## src/rtl/i2c_pkg.sv

```systemverilog
// Shared types for the I2C register master.
//   status_t : response status code returned with every request
//   state_t  : sequencer state encoding
package i2c_pkg;

  typedef enum logic [2:0] {
    ST_OK        = 3'd0,
    ST_NACK_ADDR = 3'd1,
    ST_NACK_DATA = 3'd2,
    ST_ARB_LOST  = 3'd3,
    ST_START_ERR = 3'd4,
    ST_TIMEOUT   = 3'd5,
    ST_BAD_REQ   = 3'd6
  } status_t;

  typedef enum logic [3:0] {
    S_IDLE      = 4'd0,
    S_ADDR_W    = 4'd1,
    S_REG       = 4'd2,
    S_WDATA     = 4'd3,
    S_RADDR     = 4'd4,
    S_RDATA     = 4'd5,
    S_DRAIN     = 4'd6,
    S_WAIT_FREE = 4'd7,
    S_RESP      = 4'd8
  } state_t;

endpackage

```

## src/rtl/i2c_register_master.sv

```systemverilog
// Register-access sequencer in front of i2c_core. Turns one request
// (device, register, up to MAX_LEN bytes, read or write) into the byte-level
// handshake of the core and returns one response per request.
//
// Ports
//   clk_in, reset                 clock, synchronous active-high reset
//   req_*                         request handshake and fields
//   rsp_*                         one-cycle response pulse, held fields
//   transfer_start/continues,
//   mode, data_tx                 byte descriptor to i2c_core
//   transfer_ready, transaction_complete, nack, start_err,
//   arbitration_err, data_rx      status and read data from i2c_core
//
// state     | meaning
// ----------+-------------------------------------------------------------
// IDLE      | ready for a request
// ADDR_W    | device address with write bit in flight
// REG       | register address in flight
// WDATA     | write data byte in flight
// RADDR     | device address with read bit in flight (after repeated START)
// RDATA     | read data byte in flight
// DRAIN     | 0xFF terminator for a byte the core already committed to
// WAIT_FREE | waiting for the bus to become free
// RESP      | response pulse
module i2c_register_master
  import i2c_pkg::*;
#(
  parameter int  MAX_LEN        = 4,
  parameter int  TIMEOUT_CYCLES = 2**20,
  localparam int LEN_WIDTH      = $clog2(MAX_LEN + 1)
) (
  input  logic                 clk_in,
  input  logic                 reset,
  input  logic                 req_valid,
  output logic                 req_ready,
  input  logic                 req_read,
  input  logic [6:0]           req_dev_addr,
  input  logic [7:0]           req_reg_addr,
  input  logic [LEN_WIDTH-1:0] req_len,
  input  logic [8*MAX_LEN-1:0] req_wdata,
  output logic                 rsp_valid,
  output logic [2:0]           rsp_status,
  output logic [LEN_WIDTH-1:0] rsp_count,
  output logic [8*MAX_LEN-1:0] rsp_rdata,
  output logic                 transfer_start,
  output logic                 transfer_continues,
  output logic                 mode,
  output logic [7:0]           data_tx,
  input  logic                 transfer_ready,
  input  logic                 transaction_complete,
  input  logic                 nack,
  input  logic                 start_err,
  input  logic                 arbitration_err,
  input  logic [7:0]           data_rx
);

  localparam int               TMR_W    = $clog2(TIMEOUT_CYCLES + 1);
  localparam logic [TMR_W-1:0] TMR_LOAD = TMR_W'(TIMEOUT_CYCLES);

  state_t               state_q, state_d;
  status_t              status_q, status_d;
  logic                 req_ready_q, req_ready_d;
  logic                 rsp_valid_q, rsp_valid_d;
  logic [LEN_WIDTH-1:0] count_q, count_d;
  logic [8*MAX_LEN-1:0] rdata_q, rdata_d;
  logic                 ts_q, ts_d;
  logic                 tc_q, tc_d;
  logic                 mode_q, mode_d;
  logic [7:0]           data_tx_q, data_tx_d;
  logic                 rd_q, rd_d;
  logic [6:0]           dev_q, dev_d;
  logic [7:0]           reg_q, reg_d;
  logic [LEN_WIDTH-1:0] len_q, len_d;
  logic [8*MAX_LEN-1:0] wdata_q, wdata_d;
  logic [TMR_W-1:0]     tmr_q, tmr_d;

  logic [LEN_WIDTH-1:0] cnt_inc;
  logic                 cur_last;

  always_ff @(posedge clk_in) begin
    if (reset) begin
      state_q     <= S_IDLE;
      status_q    <= ST_OK;
      req_ready_q <= 1'b1;
      rsp_valid_q <= 1'b0;
      count_q     <= '0;
      rdata_q     <= '0;
      ts_q        <= 1'b0;
      tc_q        <= 1'b0;
      mode_q      <= 1'b0;
      data_tx_q   <= '0;
      rd_q        <= 1'b0;
      dev_q       <= '0;
      reg_q       <= '0;
      len_q       <= '0;
      wdata_q     <= '0;
      tmr_q       <= '0;
    end else begin
      state_q     <= state_d;
      status_q    <= status_d;
      req_ready_q <= req_ready_d;
      rsp_valid_q <= rsp_valid_d;
      count_q     <= count_d;
      rdata_q     <= rdata_d;
      ts_q        <= ts_d;
      tc_q        <= tc_d;
      mode_q      <= mode_d;
      data_tx_q   <= data_tx_d;
      rd_q        <= rd_d;
      dev_q       <= dev_d;
      reg_q       <= reg_d;
      len_q       <= len_d;
      wdata_q     <= wdata_d;
      tmr_q       <= tmr_d;
    end
  end

  always_comb begin
    state_d   = state_q;
    status_d  = status_q;
    count_d   = count_q;
    rdata_d   = rdata_q;
    ts_d      = ts_q;
    tc_d      = tc_q;
    mode_d    = mode_q;
    data_tx_d = data_tx_q;
    rd_d      = rd_q;
    dev_d     = dev_q;
    reg_d     = reg_q;
    len_d     = len_q;
    wdata_d   = wdata_q;
    tmr_d     = tmr_q;
    cnt_inc   = count_q + LEN_WIDTH'(1);

    // Is the byte currently in flight the final one of the request?
    case (state_q)
      S_REG:   cur_last = !rd_q && (len_q == '0);
      S_WDATA: cur_last = (cnt_inc == len_q);
      default: cur_last = 1'b0;
    endcase

    if (state_q == S_IDLE) begin
      if (req_valid) begin
        count_d = '0;
        rdata_d = '0;
        tmr_d   = TMR_LOAD;
        rd_d    = req_read;
        dev_d   = req_dev_addr;
        reg_d   = req_reg_addr;
        len_d   = req_len;
        wdata_d = req_wdata;
        if ((req_len > LEN_WIDTH'(MAX_LEN)) || (req_read && (req_len == '0))) begin
          status_d = ST_BAD_REQ;
          state_d  = S_RESP;
        end else begin
          status_d  = ST_OK;
          state_d   = S_ADDR_W;
          data_tx_d = {req_dev_addr, 1'b0};
          ts_d      = 1'b1;
          tc_d      = 1'b1;
          mode_d    = 1'b0;
        end
      end
    end else if (state_q == S_RESP) begin
      state_d = S_IDLE;
    end else if (arbitration_err || start_err) begin
      ts_d     = 1'b0;
      tc_d     = 1'b0;
      status_d = arbitration_err ? ST_ARB_LOST : ST_START_ERR;
      state_d  = S_RESP;
    end else if ((state_q == S_WAIT_FREE) && transfer_ready) begin
      state_d = S_RESP;
    end else if (transaction_complete) begin
      tmr_d = TMR_LOAD;
      if (nack && (state_q inside {S_ADDR_W, S_REG, S_RADDR, S_WDATA})) begin
        status_d = ((state_q == S_ADDR_W) || (state_q == S_RADDR)) ? ST_NACK_ADDR
                                                                     : ST_NACK_DATA;
        if (cur_last) begin
          state_d = S_WAIT_FREE;
        end else begin
          // The core already latched "one more byte"; feed it a harmless
          // terminator that ends with STOP.
          data_tx_d = 8'hFF;
          mode_d    = 1'b0;
          tc_d      = 1'b0;
          ts_d      = 1'b0;
          state_d   = S_DRAIN;
        end
      end else begin
        case (state_q)
          S_ADDR_W: begin
            state_d   = S_REG;
            data_tx_d = reg_q;
            if (rd_q) begin
              // continues=0 with start=1 asks for a repeated START
              ts_d = 1'b1;
              tc_d = 1'b0;
            end else begin
              ts_d = (len_q != '0);
              tc_d = (len_q != '0);
            end
          end
          S_REG: begin
            if (rd_q) begin
              state_d   = S_RADDR;
              data_tx_d = {dev_q, 1'b1};
              ts_d      = 1'b1;
              tc_d      = 1'b1;
              mode_d    = 1'b0;
            end else if (len_q == '0) begin
              state_d = S_WAIT_FREE;
            end else begin
              state_d   = S_WDATA;
              data_tx_d = wdata_q[7:0];
              wdata_d   = wdata_q >> 8;
              ts_d      = (len_q != LEN_WIDTH'(1));
              tc_d      = (len_q != LEN_WIDTH'(1));
            end
          end
          S_WDATA: begin
            count_d = cnt_inc;
            if (cnt_inc == len_q) begin
              state_d = S_WAIT_FREE;
            end else begin
              data_tx_d = wdata_q[7:0];
              wdata_d   = wdata_q >> 8;
              ts_d      = ((cnt_inc + LEN_WIDTH'(1)) != len_q);
              tc_d      = ((cnt_inc + LEN_WIDTH'(1)) != len_q);
            end
          end
          S_RADDR: begin
            state_d = S_RDATA;
            mode_d  = 1'b1;
            ts_d    = (len_q != LEN_WIDTH'(1));
            tc_d    = (len_q != LEN_WIDTH'(1));
          end
          S_RDATA: begin
            for (int i = 0; i < MAX_LEN; i++) begin
              if (count_q == LEN_WIDTH'(i)) rdata_d[8*i +: 8] = data_rx;
            end
            count_d = cnt_inc;
            if (cnt_inc == len_q) begin
              state_d = S_WAIT_FREE;
            end else begin
              ts_d = ((cnt_inc + LEN_WIDTH'(1)) != len_q);
              tc_d = ((cnt_inc + LEN_WIDTH'(1)) != len_q);
            end
          end
          S_DRAIN: state_d = S_WAIT_FREE;
          default: state_d = state_q;
        endcase
      end
    end else if (tmr_q <= TMR_W'(1)) begin
      ts_d      = 1'b0;
      tc_d      = 1'b0;
      mode_d    = 1'b0;
      data_tx_d = '0;
      status_d  = ST_TIMEOUT;
      state_d   = S_RESP;
    end else begin
      tmr_d = tmr_q - TMR_W'(1);
    end

    req_ready_d = (state_d == S_IDLE);
    rsp_valid_d = (state_d == S_RESP);
  end

  assign req_ready          = req_ready_q;
  assign rsp_valid          = rsp_valid_q;
  assign rsp_status         = status_q;
  assign rsp_count          = count_q;
  assign rsp_rdata          = rdata_q;
  assign transfer_start     = ts_q;
  assign transfer_continues = tc_q;
  assign mode               = mode_q;
  assign data_tx            = data_tx_q;

endmodule

```

## config.mk

```make
export PLATFORM = sky130hd
export DESIGN_NAME = i2c_register_master
export DESIGN_NICKNAME = d
export VERILOG_FILES = /design/src/rtl/i2c_pkg.sv /design/src/rtl/i2c_register_master.sv
export SDC_FILE = /design/constraint.sdc
export NUM_CORES = 1
export LEC_CHECK = 0
export ABC_AREA = 1
export BUFFER_PORTS_ARGS = -buffer_cell sky130_fd_sc_hd__buf_2
export CELL_PAD_IN_SITES_DETAIL_PLACEMENT = 0
export CELL_PAD_IN_SITES_GLOBAL_PLACEMENT = 1
export CORE_ASPECT_RATIO = 0.9
export CORE_MARGIN = 5
export CORE_UTILIZATION = 43
export CTS_BUF_LIST = sky130_fd_sc_hd__clkbuf_2 sky130_fd_sc_hd__clkbuf_4 sky130_fd_sc_hd__clkbuf_8
export DETAILED_ROUTE_END_ITERATION = 6
export PLACE_DENSITY_LB_ADDON = 0.1
export SKIP_CTS_REPAIR_TIMING = 1
export SYNTH_ARGS = -nofsm -noshare
export SYNTH_HDL_FRONTEND = slang
export SYNTH_SLANG_ARGS = --single-unit
```

## constraint.sdc

```tcl
create_clock -name clk_in -period 4.3 [get_ports clk_in]
set_input_delay 0.645 -clock clk_in [delete_from_list [all_inputs] [get_ports clk_in]]
set_output_delay 0.645 -clock clk_in [all_outputs]
set_load 0.01 [all_outputs]
```

==> results.txt <==
The fraction of the cycle the final worst path needs came out at around 67%. Sequential elements use 39.9% of the synthesized area. The number of antenna diodes came out at 0. The depth of the CTS H-tree came out at 4. Summing every instance area after synthesis gives 6370 sq um.

Clock tree synthesis inserted a total of 17 buffers. The die outline area came out at 17300 sq um. The half-perimeter wire length after detailed placement came out at 12300 um. The core region area came out at roughly 15000 sq um. In this run the tightest slew margin relative to its limit is roughly 54%.

The commonest cells after synthesis are 267 x sky130_fd_sc_hd__nand2_1, 175 x sky130_fd_sc_hd__nor2_1, 127 x sky130_fd_sc_hd__dfxtp_1, 76 x sky130_fd_sc_hd__o21ai_0, 69 x sky130_fd_sc_hd__a21oi_1. The global route total overflow came out at 0. The starting DRC count in detailed routing came out at around 430. The net count of the finished layout came out at 1144. The final worst clock skew came out at 0.00964 ns. TritonCTS built the clock tree. Wires add up to 17500 um. Ranked by total cell area, the synthesized netlist is headed by sky130_fd_sc_hd__dfxtp_1 40%, sky130_fd_sc_hd__nand2_1 16%, sky130_fd_sc_hd__nor2_1 10%. The critical path data arrival time came out at 3.28 ns. The data required time of the worst path is 4.68 ns.

The wire length per cell is 13.6 um. The wire length of the first global-routing pass is 28100 um. The number of vias after detailed routing is 6164. The number of antenna-violating nets in the routed design is 0. In this run the worst hold path is classified as primary input to flip-flop. The floorplan step set the die height to 125 um. The multi-input combinational cell area is 3360 sq um.

The flop and latch count out of synthesis came out at about 130. The first-pass detailed-route iteration total is 7. Power spread over the standard cell area amounts to 463 nW/um^2. The cell row count came out at between 40 and 50.

The post-synthesis instance total came out at 972. The initial antenna violation count is 1. The final-report hold violation count was 0.

Counting flops with an async set or reset pin after synthesis yields a share of 0%. The count of final setup violators came out at 0. The width of the die came out at 138 um. The residual DRC count came out at 0. Registers take roughly 2500 sq um. The post-layout minimum cycle time came out at about 2.9 ns. The number of primary I/O pins is around 120. The clock insertion delay at the later pin of the skew report is 0.45 ns. Along the worst path, the maximum fanout reaches 66. Overall power consumption after layout is estimated at 3.46 mW. Derived from the worst setup path, the maximum achievable clock frequency is approximately 350 MHz. Global routing used 19.6% of the available tracks across all layers.

The number of max-slew violations in the final report came out at 0. The post-synth net total came out at roughly 1000. The run finished with clean final reports.

The number of enable-type register cells in the synthesized netlist is 0. The fill cell instance count of the final layout came out at 1616. By startpoint and endpoint, the worst setup path is classified as flip-flop to flip-flop. In the synthesized netlist the dominant register cell turns out to be sky130_fd_sc_hd__dfxtp_1.

The capturing element type of the critical path is a flip-flop. By instance count, the leading cell after synthesis is sky130_fd_sc_hd__nand2_1. The average cell area after synthesis is 6.55 sq um. Summed over all instances, the cell type with the most area after synthesis is sky130_fd_sc_hd__dfxtp_1. The number of max-cap violations came out at 0. Setup repair after global routing left no endpoint under its margin. The leakage power total came out at 3.61 nW. The worst setup path is launched from a flip-flop. The fraction of layout instances using a drive strength above 1 is 17.0%.

The cell sitting at the root of the clock tree is a sky130_fd_sc_hd__clkbuf_8. At the end of routability-driven placement, the weighted congestion stood at 0.895. The pin slew with the least headroom to its limit is 0.683 ns. The number of warnings issued by yosys came out at 0. The count of unique library cells instantiated by Yosys came out at 37. After detailed routing, the number of vias per cell comes to slightly below 5. The placed cell area is 7030 sq um. The post-synthesis to final-layout area growth is 17.1%. After synthesis, the largest area contributor takes up 39.9% of total cell area. The quantity of I/O buffers inserted on ports came out at 117. IR analysis of the VDD net gives a maximum drop of 309 uV. The via count of the first global-routing pass was 5686.

After routing the design area is 7460 sq um. Summed over all failing endpoints, the final setup total negative slack is 0 ns. The starting utilization of the core area is 43.6%. The maximum clock insertion buffer count came out at 2.

The clock transition at the registers of the reported paths is 0.09 ns. Entering global routing, the biggest net connects 70 pins. The total number of clock tree sinks came out at 127.
==> worst paths after layout <==
kind / to / start / depth (start not counted) / slack, ns
worst min-delay path: wdata_q[26] / req_wdata[26] / 3 / 0.45
worst max-delay path: wdata_q[28] / state_q[2] / 10 / 1.40
worst max register to register: wdata_q[28] / state_q[2] / 10 / 1.40
worst min register to register: rsp_status[2] / rsp_status[2] / 2 / 0.46
==> cells by family after synthesis <==
| kind of cell | count (synthesis) | share of synthesized area [%] |
|---|---|---|
| AND/OR/NAND/NOR | 548 | 36.1 |
| AO/OA/AOI/OAI | 167 | 14.0 |
| flip-flops | 127 | 39.9 |
| buffers and inverters | 113 | 7.23 |
| XOR/XNOR | 9 | 1.24 |
| adder cells (fa/ha/maj) | 8 | 1.57 |
==> cell type report <==
type / instances / share of cell area (%)
flip-flops and latches: 127 / 34.1
multi-input cells: 732 / 45.1
repair buffers: 121 / 8.26
clock buffers: 18 / 3.24
well taps: 198 / 3.32
clock inverters: 14 / 2.43
inverters: 70 / 3.54
==> power by group <==
part / switching, mW / internal [mW]
Sequential: 0.0847 / 1.32
Clock: 0.523 / 0.590
Combinational: 0.612 / 0.324
Total: 1.22 / 2.24
==> per-stage QoR <==
stage               util, %  cells  hold WS [ns]  setup WS [ns]
finish                 51.0   1280         0.452           1.40
global route           51.0   1280         0.426           1.07
CTS                    51.0   1280         0.422           1.35
detailed placement     48.1   1248         0.450           1.31
global placement       48.1   1248         0.444           1.38
floorplan                 -    972         0.430           2.28
==> sequential cells by signal, indices dropped and copies added, names as in the netlist, 3 cells and up <==
| name | count |
|---|---|
| rsp_rdata | 32 |
| wdata_q | 32 |
| tmr_q | 21 |
| data_tx | 8 |
| reg_q | 8 |
| dev_q | 7 |
| state_q | 4 |
| len_q | 3 |
| rsp_count | 3 |
| rsp_status | 3 |
==> metal layers <==
layer	up-vias	part of all wire (%)	track usage, %
met3	19	6.8	6.41
met2	148	42	29.3
li1	3324	-	-
met5	-	0.074	0
met1	2671	50	27.3
met4	2	1.2	4.76
==> layout by cell type (no fill, tap or decap), drive strengths merged, types with 8 or more instances in the layout <==
master,instances
buf,121
o21ai,76
inv,72
nand4,15
nand3,64
a21oi,70
nor3,10
nor2,186
clkbuf,18
nand2,271
ha,8
dfxtp,127
==> critical path, cell delays in order, from the launching register on <==
cell	delay (ns)
sky130_fd_sc_hd__dfxtp_1	0.36
sky130_fd_sc_hd__nor2_4	0.23
sky130_fd_sc_hd__nand2_4	0.08
sky130_fd_sc_hd__clkinv_2	0.06
sky130_fd_sc_hd__buf_4	0.53
sky130_fd_sc_hd__nor2_2	0.14
sky130_fd_sc_hd__inv_2	0.13
sky130_fd_sc_hd__nand4_4	0.38
sky130_fd_sc_hd__inv_2	0.59
sky130_fd_sc_hd__nand3_1	0.15
sky130_fd_sc_hd__a21oi_1	0.15
(Power assumes the default switching activity.)
